[src/rtl/usb_tx_encoder.sv]
// rtl/usb_tx_encoder.sv - USB full-speed transmit encoder: SYNC, PID, payload, CRC16, bit stuffing, NRZI and EOP
// Optional macro USB_TX_DATA_TOGGLE_EN enables DATA0/DATA1 alternation.
module usb_tx_encoder #(
    parameter int CLKS_PER_BIT = 4,
    parameter int MAX_PAYLOAD  = 64
) (
    input  logic       clk,
    input  logic       n_rst,
    input  logic       tx_start,
    input  logic [1:0] tx_packet,
    input  logic [6:0] buffer_occupancy,
    input  logic       clear_toggle,
    input  logic [7:0] tx_packet_data,
    output logic       get_tx_packet_data,
    output logic       tx_transfer_active,
    output logic       tx_error,
    output logic       dplus_out,
    output logic       dminus_out
);

    localparam int            CW       = (CLKS_PER_BIT > 1) ? $clog2(CLKS_PER_BIT) : 1;
    localparam logic [CW-1:0] LAST_CNT = CW'(CLKS_PER_BIT - 1);
    localparam logic [6:0]    MAX_LEN  = 7'(MAX_PAYLOAD);
    localparam logic [1:0]    PKT_ACK  = 2'd0;
    localparam logic [1:0]    PKT_NAK  = 2'd1;
    localparam logic [1:0]    PKT_DATA = 2'd2;

    typedef enum logic [2:0] {S_IDLE, S_SYNC, S_PID, S_DATA, S_CRC, S_EOP} state_t;

    state_t        r_state;
    logic [CW-1:0] r_cnt;
    logic [3:0]    r_idx;
    logic [7:0]    r_pid;
    logic [7:0]    r_byte;
    logic [6:0]    r_left;
    logic          r_is_data;
    logic [15:0]   r_crc;
    logic [2:0]    r_ones;
    logic          r_line_j;

    state_t        w_nxt_state;
    logic [3:0]    w_nxt_idx;
    logic          w_nxt_bit;
    logic          w_nxt_j;
    logic          w_bit_end;
    logic          w_stuff;
    logic          w_fetch;
    logic          w_crc_fb;
    logic [15:0]   w_crc_nxt;
    logic [3:0]    w_pid_nib;
    logic          w_toggle;
    logic          w_pkt_done;

    assign w_bit_end  = (r_cnt == LAST_CNT);
    assign w_stuff    = (r_ones == 3'd6) && (r_state != S_EOP);
    assign w_fetch    = (w_nxt_state == S_DATA) && (w_nxt_idx == 4'd0);
    assign w_crc_fb   = w_nxt_bit ^ r_crc[15];
    assign w_crc_nxt  = {r_crc[14:0], 1'b0} ^ (w_crc_fb ? 16'h8005 : 16'h0000);
    assign w_nxt_j    = w_nxt_bit ? r_line_j : ~r_line_j;
    assign w_pkt_done = (r_state == S_EOP) && w_bit_end && (r_idx == 4'd2);

`ifdef USB_TX_DATA_TOGGLE_EN
    logic r_toggle;

    always_ff @(posedge clk or negedge n_rst) begin
        if (!n_rst) begin
            r_toggle <= 1'b0;
        end else if (clear_toggle) begin
            r_toggle <= 1'b0;
        end else if (w_pkt_done && r_is_data) begin
            r_toggle <= ~r_toggle;
        end
    end

    assign w_toggle = r_toggle & ~clear_toggle;
`else
    logic w_unused_clear;

    assign w_unused_clear = clear_toggle;
    assign w_toggle       = 1'b0;
`endif

    always_comb begin
        case (tx_packet)
            PKT_ACK:  w_pid_nib = 4'b0010;
            PKT_NAK:  w_pid_nib = 4'b1010;
            PKT_DATA: w_pid_nib = w_toggle ? 4'b1011 : 4'b0011;
            default:  w_pid_nib = 4'b1110;
        endcase
    end

    // Position of the next real (unstuffed) bit after the current one ends.
    always_comb begin
        w_nxt_state = r_state;
        w_nxt_idx   = r_idx + 4'd1;
        case (r_state)
            S_SYNC: if (r_idx == 4'd7) begin
                w_nxt_state = S_PID;
                w_nxt_idx   = 4'd0;
            end
            S_PID: if (r_idx == 4'd7) begin
                w_nxt_idx = 4'd0;
                if (!r_is_data)
                    w_nxt_state = S_EOP;
                else if (r_left != 7'd0)
                    w_nxt_state = S_DATA;
                else
                    w_nxt_state = S_CRC;
            end
            S_DATA: if (r_idx == 4'd7) begin
                w_nxt_idx   = 4'd0;
                w_nxt_state = (r_left != 7'd0) ? S_DATA : S_CRC;
            end
            S_CRC: if (r_idx == 4'd15) begin
                w_nxt_idx   = 4'd0;
                w_nxt_state = S_EOP;
            end
            S_EOP: if (r_idx == 4'd2) begin
                w_nxt_idx   = 4'd0;
                w_nxt_state = S_IDLE;
            end
            default: begin
                w_nxt_state = r_state;
                w_nxt_idx   = r_idx;
            end
        endcase
    end

    // The first payload bit comes straight from the show-ahead head byte.
    always_comb begin
        case (w_nxt_state)
            S_SYNC:  w_nxt_bit = (w_nxt_idx == 4'd7);
            S_PID:   w_nxt_bit = r_pid[w_nxt_idx[2:0]];
            S_DATA:  w_nxt_bit = w_fetch ? tx_packet_data[0] : r_byte[w_nxt_idx[2:0]];
            S_CRC:   w_nxt_bit = ~r_crc[~w_nxt_idx];
            default: w_nxt_bit = 1'b0;
        endcase
    end

    always_ff @(posedge clk or negedge n_rst) begin
        if (!n_rst) begin
            r_state            <= S_IDLE;
            r_cnt              <= '0;
            r_idx              <= 4'd0;
            r_pid              <= 8'h00;
            r_byte             <= 8'h00;
            r_left             <= 7'd0;
            r_is_data          <= 1'b0;
            r_crc              <= 16'hFFFF;
            r_ones             <= 3'd0;
            r_line_j           <= 1'b1;
            dplus_out          <= 1'b1;
            dminus_out         <= 1'b0;
            tx_transfer_active <= 1'b0;
            tx_error           <= 1'b0;
            get_tx_packet_data <= 1'b0;
        end else begin
            get_tx_packet_data <= 1'b0;
            if (r_state == S_IDLE) begin
                if (tx_start) begin
                    if (tx_packet == PKT_DATA && buffer_occupancy > MAX_LEN) begin
                        tx_error <= 1'b1;
                    end else begin
                        tx_error           <= 1'b0;
                        r_state            <= S_SYNC;
                        r_idx              <= 4'd0;
                        r_cnt              <= '0;
                        r_pid              <= {~w_pid_nib, w_pid_nib};
                        r_is_data          <= (tx_packet == PKT_DATA);
                        r_left             <= (tx_packet == PKT_DATA) ? buffer_occupancy : 7'd0;
                        r_crc              <= 16'hFFFF;
                        r_ones             <= 3'd0;
                        // SYNC starts with a 0, so the line moves from J to K.
                        r_line_j           <= 1'b0;
                        dplus_out          <= 1'b0;
                        dminus_out         <= 1'b1;
                        tx_transfer_active <= 1'b1;
                    end
                end
            end else if (!w_bit_end) begin
                r_cnt <= r_cnt + CW'(1);
            end else begin
                r_cnt <= '0;
                if (w_stuff) begin
                    r_ones     <= 3'd0;
                    r_line_j   <= ~r_line_j;
                    dplus_out  <= ~r_line_j;
                    dminus_out <= r_line_j;
                end else begin
                    r_state <= w_nxt_state;
                    r_idx   <= w_nxt_idx;
                    case (w_nxt_state)
                        S_EOP: begin
                            dplus_out  <= (w_nxt_idx == 4'd2);
                            dminus_out <= 1'b0;
                            r_line_j   <= 1'b1;
                        end
                        S_IDLE: begin
                            dplus_out          <= 1'b1;
                            dminus_out         <= 1'b0;
                            tx_transfer_active <= 1'b0;
                        end
                        default: begin
                            r_ones     <= w_nxt_bit ? r_ones + 3'd1 : 3'd0;
                            r_line_j   <= w_nxt_j;
                            dplus_out  <= w_nxt_j;
                            dminus_out <= ~w_nxt_j;
                        end
                    endcase
                    if (w_fetch) begin
                        r_byte             <= tx_packet_data;
                        r_left             <= r_left - 7'd1;
                        get_tx_packet_data <= 1'b1;
                    end
                    if (w_nxt_state == S_DATA)
                        r_crc <= w_crc_nxt;
                end
            end
        end
    end

endmodule

[config.mk]
export PLATFORM = sky130hd
export DESIGN_NAME = usb_tx_encoder
export DESIGN_NICKNAME = d
export VERILOG_FILES = /design/src/rtl/usb_tx_encoder.sv
export SDC_FILE = /design/constraint.sdc
export NUM_CORES = 1
export LEC_CHECK = 0
export CAP_MARGIN = 20
export CORE_ASPECT_RATIO = 0.7
export CORE_UTILIZATION = 40
export DETAILED_ROUTE_END_ITERATION = 6
export GPL_TIMING_DRIVEN = 1
export PLACE_DENSITY = 0.61
export SETUP_SLACK_MARGIN = 0.3
export SLEW_MARGIN = 20
export SYNTH_ARGS = -nofsm -noshare
export SYNTH_HDL_FRONTEND = slang
export SYNTH_SLANG_ARGS = --single-unit
export TNS_END_PERCENT = 10
[constraint.sdc]
create_clock -name clk -period 4.45 [get_ports clk]
set_input_delay 0.89 -clock clk [delete_from_list [all_inputs] [get_ports clk]]
set_output_delay 0.89 -clock clk [all_outputs]
set_load 0.01 [all_outputs]
==> results of run 1 <==
## cell families (layout without fill, tap and decap cells)
logic type,Yosys count,in the layout,share of synthesized area [%]
adders and majority gates,7,7,2.318
and+or+nand+nor,198,198,25.93
AOI/OAI and AO/OA,127,127,25.80
DFF,56,56,37.68
xor gates and xnor gates,3,3,0.6955
muxes,10,10,2.914
buffers and inverters,35,54,4.668
## critical path: cells and delay by family (launching register included)
kind / cells / cell delay [ns]
fa+ha+maj: 1 / 0.29
flops: 1 / 0.65
compound gates: 5 / 1.36
simple gates: 4 / 1.15
buf+inv: 2 / 0.25
## final timing paths
path / startpoint / endpoint / cells past startpoint
min: n_rst / r_state[2] / 1
max reg2reg: r_state[1] / r_ones[2] / 12
min reg2reg: tx_transfer_active / tx_transfer_active / 1
max: r_state[1] / r_ones[2] / 12
max in group asynchronous: n_rst / r_byte[4] / 2
min in group clk: tx_transfer_active / tx_transfer_active / 1
## flip-flops by register name, indices dropped and copies added (netlist names), 2 cells and up
name and flops:
r_byte 8, r_cnt 2, r_crc 16, r_idx 4
r_left 7, r_ones 3, r_pid 6, r_state 3
## final cells by class
class	instances	area share, %
clock buffer	6	3.006
clock inverter	2	0.9048
inverter	12	1.080
multi-input combinational	345	50.93
sequential	56	33.22
tap	124	3.619
timing repair buffer	34	7.239
## placed cells by master, fill, tap and decap left out, drive strengths merged, types with 3 or more instances in the layout
master         instances
nor2                  61
dfstp                 18
inv                   12
a31oi                  5
clkdlybuf4s50         23
buf                   11
nor4b                  4
dfrtp                 38
or3                   10
o41ai                  3
nand2                 59
mux2                   8
a311oi                 4
nand3                 13
xnor2                  3
and3                   7
o221ai                 4
o21ai                 29
nor3                  11
o31ai                  3
o22ai                  6
and2                   6
or2                    5
o21a                   3
a211oi                 8
ha                     7
nor3b                  4
a21oi                 31
clkbuf                 6
nand2b                 5
o211ai                 3
o311ai                 4
## layer usage
metal  vias to the layer above  GRT usage [%]  share of wire [%]
met1                      1618          31.51                 51
met4                         0          4.545                1.0
met3                        11          3.709                6.3
met5                         -              0                  0
met2                       110          29.14                 41
li1                       1632              -                  -
## where the power goes
| group | total, µW | switching [µW] | internal, µW | leakage (µW) |
|---|---|---|---|---|
| clock network | 459 | 191 | 269 | 0.0000815 |
| registers | 586 | 36.0 | 550 | 0.000628 |
| logic | 385 | 219 | 165 | 0.00101 |
| total | 1430 | 446 | 984 | 0.00172 |
## per-stage QoR
stage	std cells	area, µm²
CTS	579	4287
detailed placement	571	4119
global placement	571	4119
global route	579	4287
finish	579	4287
floorplan	436	3779
==> key figures, run 1 <==
CTS
  • Clk root buf: clkbuf_16
  • # Post-CTS Setup Buffers: 0
  • Longest Clk Path Bufs: 2
  • Clock-pin transition on the worst setup and hold timing paths: 0.07 ns
  • Cts repair resizes: 0
  • CTS buffer count: 5
  • H-tree depth: 2
  • Clk sinks: 56
  • CTS tree: yes
  • Cts hold-fix bufs: 0
  • Clk_lat worst skew: 0.30 ns

Synthesis
  • EDFF count, synth: 0
  • Most common flop cell mapped by yosys: dfrtp_1
  • Post-synthesis cell area: 3779 µm²
  • Post-synthesis sequential area ratio: 37.68%
  • Commonest cells in the netlist: nand2_1 (59), nor2_1 (58), dfrtp_1 (38)
  • Post-Syn Instances: 436
  • Top cells by area, synth: dfrtp_1 (25%), dfstp_2 (13%), nand2_1 (5.9%), nor2_1 (5.8%), a21oi_1 (4.1%)
  • Post-synth top area cell: dfrtp_1
  • Yosys synthesis warning count: 0
  • Seq cells post-synth: 56
  • Cell with the most instances after synthesis: nand2_1
  • Post-synth cell types: 82
  • Share of the synthesized area in the top cell type: 25.17%
  • FFs w/ async S/R, synth: 100.0%
  • Synth Net Count: 464
  • Mapped Avg Cell Area: 8.667 µm²

Setup path
  • Worst reg2reg setup slack: 0.62 ns
  • CP max stage cell: dfrtp_1
  • Critical Path AT: 4.01 ns
  • Critical path required time: 4.63 ns
  • Critical path class: register to register
  • Startpoint Class: register
  • CP max FO: 13
  • CP max stage delay: 0.65 ns
  • CP endpoint kind: register
  • Cell chain of the critical path: inv_1, ha_1, inv_1, nand2_1, o21ai_2, o311ai_4, or3_1, a211oi_2, o32ai_2, nor2_2, nor4b_1, a211o_1
  • Most Frequent Cell on Critical Path: inv_1

STA
  • Final Setup Violations: 0
  • Final min period: 3.832 ns
  • Final Hold Viols: 0
  • Setup WS post-layout: 0.6180 ns
  • Max Fclk: 261.0 MHz
  • Worst slew margin: 29.00%
  • RSZ-0062 raised after global routing: false
  • Final worst-path cycle share: 86.11%
  • Slew @ Worst Pin: 1.059 ns
  • Setup Skew: 0.008692 ns
  • Worst Hold Margin: 0.4656 ns
  • Setup TNS: 0 ns
  • Pins over their slew limit: 0

Routing
  • Initial DRC Count: 214
  • Final WL: 9680 µm
  • Drt wl/cell: 16.72 µm
  • Vias per cell: 5.822
  • Vias after detailed routing: 3371
  • Drt first pass iters: 5
  • Post-route antenna net violation count: 0
  • DRC viols: 0

Pwr
  • LEAKAGE: 0.001716 µW
  • Peak supply drop: 203.3 µV
  • Total power: 1430 µW
  • Power Density: 333.7 nW/µm²

Global routing
  • GRT Util Overall: 20.41%
  • Vias in the first global route: 3096
  • Global-route wire length before repair: 16070 µm
  • Largest net degree at the start of global routing: 45
  • Remaining Overflow, GRT: 0
  • Antenna violations before repair: 0

Run
  • Max Cap Violations: 0

Die
  • Die W: 118.2 µm
  • Initial Util: 41.49%
  • # IOs: 26
  • Total die area: 9846 µm²
  • Rows: 29
  • Core Area: 9107 µm²
  • Vert. Die Dim: 83.32 µm

Cells and area
  • Nets: 482
  • Area taken by multi-input logic gates: 2183 µm²
  • Fin util: 47.07%
  • # fillers: 895
  • Area growth syn-to-layout: 13.44%
  • Sequential Area: 1424 µm²
  • Ant. Diodes: 0
  • Share of cells above drive strength 1: 16.70%

Outcome
  • Outcome: finished clean

Placement
  • # port buffers: 24
  • GP Congestion: 0.8728
  • Pre-CTS setup slack: 0.6948 ns
  • Hpwl dp: 6946 µm

Hold path
  • Hold Crit Class: input pin to async pin
(Power assumes the default switching activity.)
==> inputs of run 2 (changes only) <==
--- a/config.mk
+++ b/config.mk
@@ -7,6 +7,7 @@
 export LEC_CHECK = 0
 export CAP_MARGIN = 20
 export CORE_ASPECT_RATIO = 0.7
+export CORE_MARGIN = 2
 export CORE_UTILIZATION = 40
 export DETAILED_ROUTE_END_ITERATION = 6
 export GPL_TIMING_DRIVEN = 1
==> key figures, run 2 (synthesis gave the netlist of run 1 again) <==
Outcome
  • Outcome: finished clean (unchanged)

Routing
  • Initial DRC Count: 207 (was 214)
  • Final WL: 9609 µm (was 9680 µm)
  • Drt wl/cell: 16.54 µm (was 16.72 µm)
  • Post-route antenna net violation count: 0 (unchanged)
  • Drt first pass iters: 5 (unchanged)
  • Vias after detailed routing: 3331 (was 3371)
  • DRC viols: 0 (unchanged)
  • Vias per cell: 5.733 (was 5.822)

CTS
  • Clk sinks: 56 (unchanged)
  • Clk_lat worst skew: 0.30 ns (about the same)
  • H-tree depth: 2 (unchanged)
  • Longest Clk Path Bufs: 2 (unchanged)
  • # Post-CTS Setup Buffers: 0 (unchanged)
  • Clk root buf: clkbuf_16 (unchanged)
  • Cts hold-fix bufs: 0 (unchanged)
  • CTS tree: yes (unchanged)
  • Clock-pin transition on the worst setup and hold timing paths: 0.07 ns (about the same)
  • CTS buffer count: 5 (unchanged)

Pwr
  • Total power: 1419 µW (was 1430 µW)
  • Power Density: 328.9 nW/µm² (was 333.7 nW/µm²)
  • Sw Share: 30.97% (was 31.19%)
  • Gate power share: 27.3% (was 26.9%)
  • Peak supply drop: 249.7 µV (was 203.3 µV)
  • Clock share of power: 31.5% (was 32.1%)
  • Sequential Power Share: 41.2% (was 41.0%)
  • Net Sw Power: 439.4 µW (was 446.1 µW)
  • LEAKAGE: 0.001730 µW (was 0.001716 µW)
  • Internal power: 979.5 µW (was 984.1 µW)

STA
  • Final Hold Viols: 0 (unchanged)
  • Setup WS post-layout: 0.6983 ns (was 0.6180 ns)
  • Final worst-path cycle share: 84.31% (was 86.11%)
  • Setup Skew: 0.006394 ns (was 0.008692 ns)
  • Worst slew margin: 34.60% (was 29.00%)
  • Max Fclk: 266.5 MHz (was 261.0 MHz)
  • Setup TNS: 0 ns (unchanged)
  • RSZ-0062 raised after global routing: false (unchanged)
  • Slew @ Worst Pin: 0.9757 ns (was 1.059 ns)
  • Pins over their slew limit: 0 (unchanged)
  • Final min period: 3.752 ns (was 3.832 ns)
  • Final Setup Violations: 0 (unchanged)

Cells and area
  • Area growth syn-to-layout: 14.17% (was 13.44%)
  • Sequential Area: 1424 µm² (unchanged)
  • Most common cell after layout, fill and taps aside: nand2_1 (unchanged)
  • Share of cells above drive strength 1: 17.29% (was 16.70%)
  • Ant. Diodes: 0 (unchanged)
  • Cell area after layout: 4314 µm² (was 4287 µm²)
  • Area taken by multi-input logic gates: 2191 µm² (was 2183 µm²)
  • Largest registers: r_crc: 16 flops, r_byte: 8 flops, r_left: 7 flops (unchanged)
  • Nets: 484 (was 482)
  • Largest reg by FF count: r_crc (unchanged)
  • Most frequent cells in the layout: nand2_1 (59), nor2_1 (58), dfrtp_1 (38) (unchanged)
  • # fillers: 882 (was 895)
  • Fin util: 47.37% (was 47.07%)
  • Max reg flops: 16 (unchanged)

Global routing
  • Largest net degree at the start of global routing: 37 (was 45)
  • GRT Util Overall: 19.48% (was 20.41%)
  • Antenna violations before repair: 0 (unchanged)
  • Remaining Overflow, GRT: 0 (unchanged)
  • Vias in the first global route: 3156 (was 3096)
  • Global-route wire length before repair: 16010 µm (was 16070 µm)

Die
  • Initial Util: 41.49% (unchanged)
  • # IOs: 26 (unchanged)
  • Die W: 120.2 µm (was 118.2 µm)
  • Rows: 29 (unchanged)
  • Core Area: 9107 µm² (unchanged)
  • Total die area: 10250 µm² (was 9846 µm²)
  • Vert. Die Dim: 85.32 µm (was 83.32 µm)

Setup path
  • Startpoint Class: register (unchanged)
  • Critical path class: register to register (unchanged)
  • Critical path required time: 4.67 ns (was 4.63 ns)
  • CP max stage delay: 0.51 ns (was 0.65 ns)
  • Delay-heaviest family, CP: simple AND/OR/NAND/NOR gates (was compound AO/OA/AOI/OAI gates)
  • Most Frequent Cell on Critical Path: or3_1 (was inv_1)
  • Reg2reg end: r_left[0] (was r_ones[2])
  • Cell chain of the critical path: ha_1, and3b_2, o22ai_2, o21ai_4, o311ai_4, or3_1, or3_1, clkinv_2, o21ai_2, or3_1, o21ai_1 (was inv_1, ha_1, inv_1, nand2_1, o21ai_2, o311ai_4, or3_1, a211oi_2, o32ai_2, nor2_2, nor4b_1, a211o_1)
  • WP buf/inv: 1 (was 2)
  • RR Startpoint: r_idx[1] (was r_state[1])
  • Worst reg2reg setup slack: 0.70 ns (was 0.62 ns)
  • Critical Path AT: 3.97 ns (was 4.01 ns)
  • CP endpoint kind: register (unchanged)
  • R2R depth: 11 (was 12)
  • CP max FO: 14 (was 13)
  • CP max stage cell: dfrtp_1 (unchanged)

Hold path
  • Hold depth: 1
  • Worst hold endpoint: r_pid[1]
  • Hold path startpoint: r_pid[1]
  • Hold Crit Class: register to register (was input pin to async pin)

Placement
  • Hpwl dp: 6982 µm (was 6946 µm)
  • Area after DPL: 4134 µm² (was 4119 µm²)
  • Pre-CTS setup slack: 0.5686 ns (was 0.6948 ns)
  • GP Congestion: 0.8912 (was 0.8728)
  • # port buffers: 24 (unchanged)

Run
  • Max Cap Violations: 0 (unchanged)
run 2: how the worst max path moves through the flow:
stage	from	endpoint	depth (start not counted)
final	r_idx[1]	r_left[0]	11
after global routing	r_state[2]	r_left[6]	11
after CTS	r_idx[1]	r_left[0]	11
after detailed placement	r_idx[1]	r_left[0]	11
after global placement	r_idx[1]	r_left[0]	11
after floorplan	r_idx[0]	r_left[5]	16
run 2: layout make-up:
| type | instances | share of cell area, % |
|---|---|---|
| Multi-Input combinational cell | 345 | 50.78 |
| Sequential cell | 56 | 33.00 |
| Timing Repair Buffer | 36 | 7.541 |
| Clock buffer | 7 | 3.799 |
| Tap cell | 124 | 3.596 |
| Inverter | 12 | 1.073 |
| Clock inverter | 1 | 0.2030 |
run 2: repair_timing:
item                                    CTS  global route
hold endpoints to repair                  0             0
endpoints found under the setup margin    0             1
gates resized for setup                   0             1
run 2: stage by stage:
stage	cells	hold slack [ns]
floorplan	436	0.4365
global placement	573	0.4643
detailed placement	573	0.4684
CTS	581	0.4861
global route	581	0.4987
finish	581	0.4861
run 2: power groups by stage:
stage                     clock, µW  sequential, µW  combinational, µW
after floorplan                   0             584                277
after global routing            481             590                430
after global placement            0             592                379
after detailed placement          0             594                382
final                           447             585                387
after CTS                       459             585                384
run 2: routing by layer:
| layer | part of all wire (%) | routed length (µm) | global-route usage (%) | vias to the layer above |
|---|---|---|---|---|
| met5 | 0 | 0 | 0 | - |
| met4 | 1.2 | 112 | 4.278 | 0 |
| met3 | 4.9 | 473 | 3.562 | 12 |
| met2 | 42 | 4020 | 28.15 | 79 |
| met1 | 52 | 5003 | 30.05 | 1606 |
| li1 | - | - | - | 1634 |
==> inputs of run 3 (changes only) <==
==> constraint.sdc (replaced) <==
create_clock -name clk -period 3.7 [get_ports clk]
set_input_delay 0.74 -clock clk [delete_from_list [all_inputs] [get_ports clk]]
set_output_delay 0.74 -clock clk [all_outputs]
set_load 0.01 [all_outputs]
==> key figures, run 3 (synthesis gave the netlist of run 1 again) <==
Outcome
  • Outcome: finished clean (unchanged)

Setup path
  • Worst path depth: 11 (unchanged)
  • Delay-heaviest family, CP: simple AND/OR/NAND/NOR gates (unchanged)
  • CP max FO: 8 (was 14)
  • Critical path class: register to register (unchanged)
  • WP buf/inv: 0 (was 1)
  • RR Startpoint: r_idx[1] (unchanged)
  • Cell chain of the critical path: ha_2, and3_2, a2bb2oi_4, a221oi_1, or2_1, or3_1, a211oi_2, o32ai_2, or3_1, and2_0, a211oi_1 (was ha_1, and3b_2, o22ai_2, o21ai_4, o311ai_4, or3_1, or3_1, clkinv_2, o21ai_2, or3_1, o21ai_1)
  • Critical Path AT: 3.57 ns (was 3.97 ns)
  • R2R depth: 11 (unchanged)
  • CP max stage delay: 0.45 ns (was 0.51 ns)
  • Critical path required time: 3.91 ns (was 4.67 ns)
  • CP endpoint kind: register (unchanged)
  • Most Frequent Cell on Critical Path: or3_1 (unchanged)
  • Startpoint Class: register (unchanged)
  • Crit path launch: r_idx[1] (unchanged)
  • CP max stage cell: dfrtp_2 (was dfrtp_1)

Routing
  • Drt wl/cell: 17.28 µm (was 16.54 µm)
  • Vias after detailed routing: 3470 (was 3331)
  • Drt first pass iters: 5 (unchanged)
  • Vias per cell: 5.852 (was 5.733)
  • Initial DRC Count: 309 (was 207)
  • DRC viols: 0 (unchanged)
  • Post-route antenna net violation count: 0 (unchanged)
  • Final WL: 10250 µm (was 9609 µm)

Die
  • Total die area: 10250 µm² (unchanged)
  • Initial Util: 41.49% (unchanged)
  • Die W: 120.2 µm (unchanged)
  • # IOs: 26 (unchanged)
  • Vert. Die Dim: 85.32 µm (unchanged)
  • Core Area: 9107 µm² (unchanged)
  • Rows: 29 (unchanged)

Cells and area
  • Largest registers: r_crc: 16 flops, r_byte: 8 flops, r_left: 7 flops (unchanged)
  • Nets: 496 (was 484)
  • Most frequent cells in the layout: nand2_1 (59), nor2_1 (58), dfrtp_1 (36) (was nand2_1 (59), nor2_1 (58), dfrtp_1 (38))
  • Ant. Diodes: 0 (unchanged)
  • Largest reg by FF count: r_crc (unchanged)
  • Area taken by multi-input logic gates: 2232 µm² (was 2191 µm²)
  • Cell area after layout: 4422 µm² (was 4314 µm²)
  • Max reg flops: 16 (unchanged)
  • Area growth syn-to-layout: 17.02% (was 14.17%)
  • Most common cell after layout, fill and taps aside: nand2_1 (unchanged)
  • # fillers: 864 (was 882)
  • Share of cells above drive strength 1: 20.68% (was 17.29%)
  • Sequential Area: 1426 µm² (was 1424 µm²)

STA
  • Final Hold Viols: 0 (unchanged)
  • Final min period: 3.364 ns (was 3.752 ns)
  • Final worst-path cycle share: 90.91% (was 84.31%)
  • Setup Skew: 0.006644 ns (was 0.006394 ns)
  • Final Setup Violations: 0 (unchanged)
  • RSZ-0062 raised after global routing: true (was false)
  • Slew @ Worst Pin: 0.6886 ns (was 0.9757 ns)
  • Setup TNS: 0 ns (unchanged)
  • Pins over their slew limit: 0 (unchanged)
  • Setup WS post-layout: 0.3365 ns (was 0.6983 ns)
  • Worst Hold Margin: 0.4729 ns (was 0.4861 ns)
  • Worst slew margin: 54.09% (was 34.60%)
  • Max Fclk: 297.3 MHz (was 266.5 MHz)

Global routing
  • Remaining Overflow, GRT: 0 (unchanged)
  • Vias in the first global route: 3264 (was 3156)
  • Global-route wire length before repair: 16700 µm (was 16010 µm)
  • Antenna violations before repair: 0 (unchanged)
  • GRT Util Overall: 20.56% (was 19.48%)
  • Largest net degree at the start of global routing: 30 (was 37)

CTS
  • H-tree depth: 2 (unchanged)
  • Clk_lat worst skew: 0.30 ns (about the same)
  • CTS buffer count: 5 (unchanged)
  • Clock-pin transition on the worst setup and hold timing paths: 0.08 ns (was 0.07 ns)
  • Cts hold-fix bufs: 0 (unchanged)
  • CTS tree: yes (unchanged)
  • Longest Clk Path Bufs: 2 (unchanged)
  • Clk root buf: clkbuf_16 (unchanged)
  • Clk sinks: 56 (unchanged)

Hold path
  • Hold Crit Class: input pin to async pin (was register to register)

Pwr
  • Total power: 1699 µW (was 1419 µW)
  • Power Density: 384.3 nW/µm² (was 328.9 nW/µm²)
  • LEAKAGE: 0.001775 µW (was 0.001730 µW)
  • Peak supply drop: 176.9 µV (was 249.7 µV)

Placement
  • Pre-CTS setup slack: 0.3299 ns (was 0.5686 ns)
  • Area after DPL: 4209 µm² (was 4134 µm²)
  • GP Congestion: 0.9170 (was 0.8912)
  • # port buffers: 24 (unchanged)
  • Hpwl dp: 7501 µm (was 6982 µm)

Run
  • Max Cap Violations: 0 (unchanged)
run 3: cell types whose count changed in the layout (fill, tap and decap cells not counted), moves of 2 or more:
cell and change:
dfrtp_1 -2, nor2_4 +2, buf_4 +12, nor2_2 -2, dfrtp_2 +2
run 3: power by group:
| group | internal [µW] | total [µW] | switching (µW) |
|---|---|---|---|
| logic | 225 | 505 | 280 |
| registers | 662 | 705 | 43.1 |
| clock network | 253 | 489 | 236 |
| total | 1140 | 1700 | 560 |
run 3: area by class of cell:
cell class / instances / share of cell area (%)
Clock buffer: 5 / 2.830
Clock inverter: 3 / 0.4810
Timing Repair Buffer: 48 / 9.394
Inverter: 12 / 1.047
Tap cell: 124 / 3.509
Sequential cell: 56 / 32.26
Multi-Input combinational cell: 345 / 50.48
run 3: repair_timing:
action / 4_1_cts / 5_1_grt
resized for setup: 2 / 9
setup endpoints to repair: 1 / 16
pin swaps: 0 / 1
buffers inserted: 0 / 2
run 3: routing by layer:
metal	vias to the layer above	global-route usage [%]	routed length [µm]
met3	19	3.763	612
met2	121	29.91	4266
li1	1660	-	-
met1	1670	31.21	5210
met4	0	5.455	159
met5	-	0	0
run 3: worst register-to-register path, delay by kind of cell, from the launching register on:
kind,cells,cell delay (ns)
AND/OR/NAND/NOR,5,1.42
AO/OA/AOI/OAI,5,1.13
flip-flops,1,0.45
adder cells (fa/ha/maj),1,0.26
run 3: path summary, 6_finish.rpt:
check                                     end  slack [ns]
setup / recovery                    r_crc[15]        0.34
hold / removal                       tx_error        0.47
setup reg to reg                    r_crc[15]        0.34
hold reg to reg            tx_transfer_active        0.49
max in group asynchronous           r_crc[10]        2.35
min in group clk           tx_transfer_active        0.49
run 3: metrics by stage:
| step | util, % | std cells |
|---|---|---|
| 2_1_floorplan | - | 436 |
| 6_report | 48.55 | 593 |
| 5_1_grt | 48.55 | 593 |
| 3_5_place_dp | 46.22 | 583 |
| 3_3_place_gp | 46.22 | 583 |
| 4_1_cts | 47.89 | 591 |
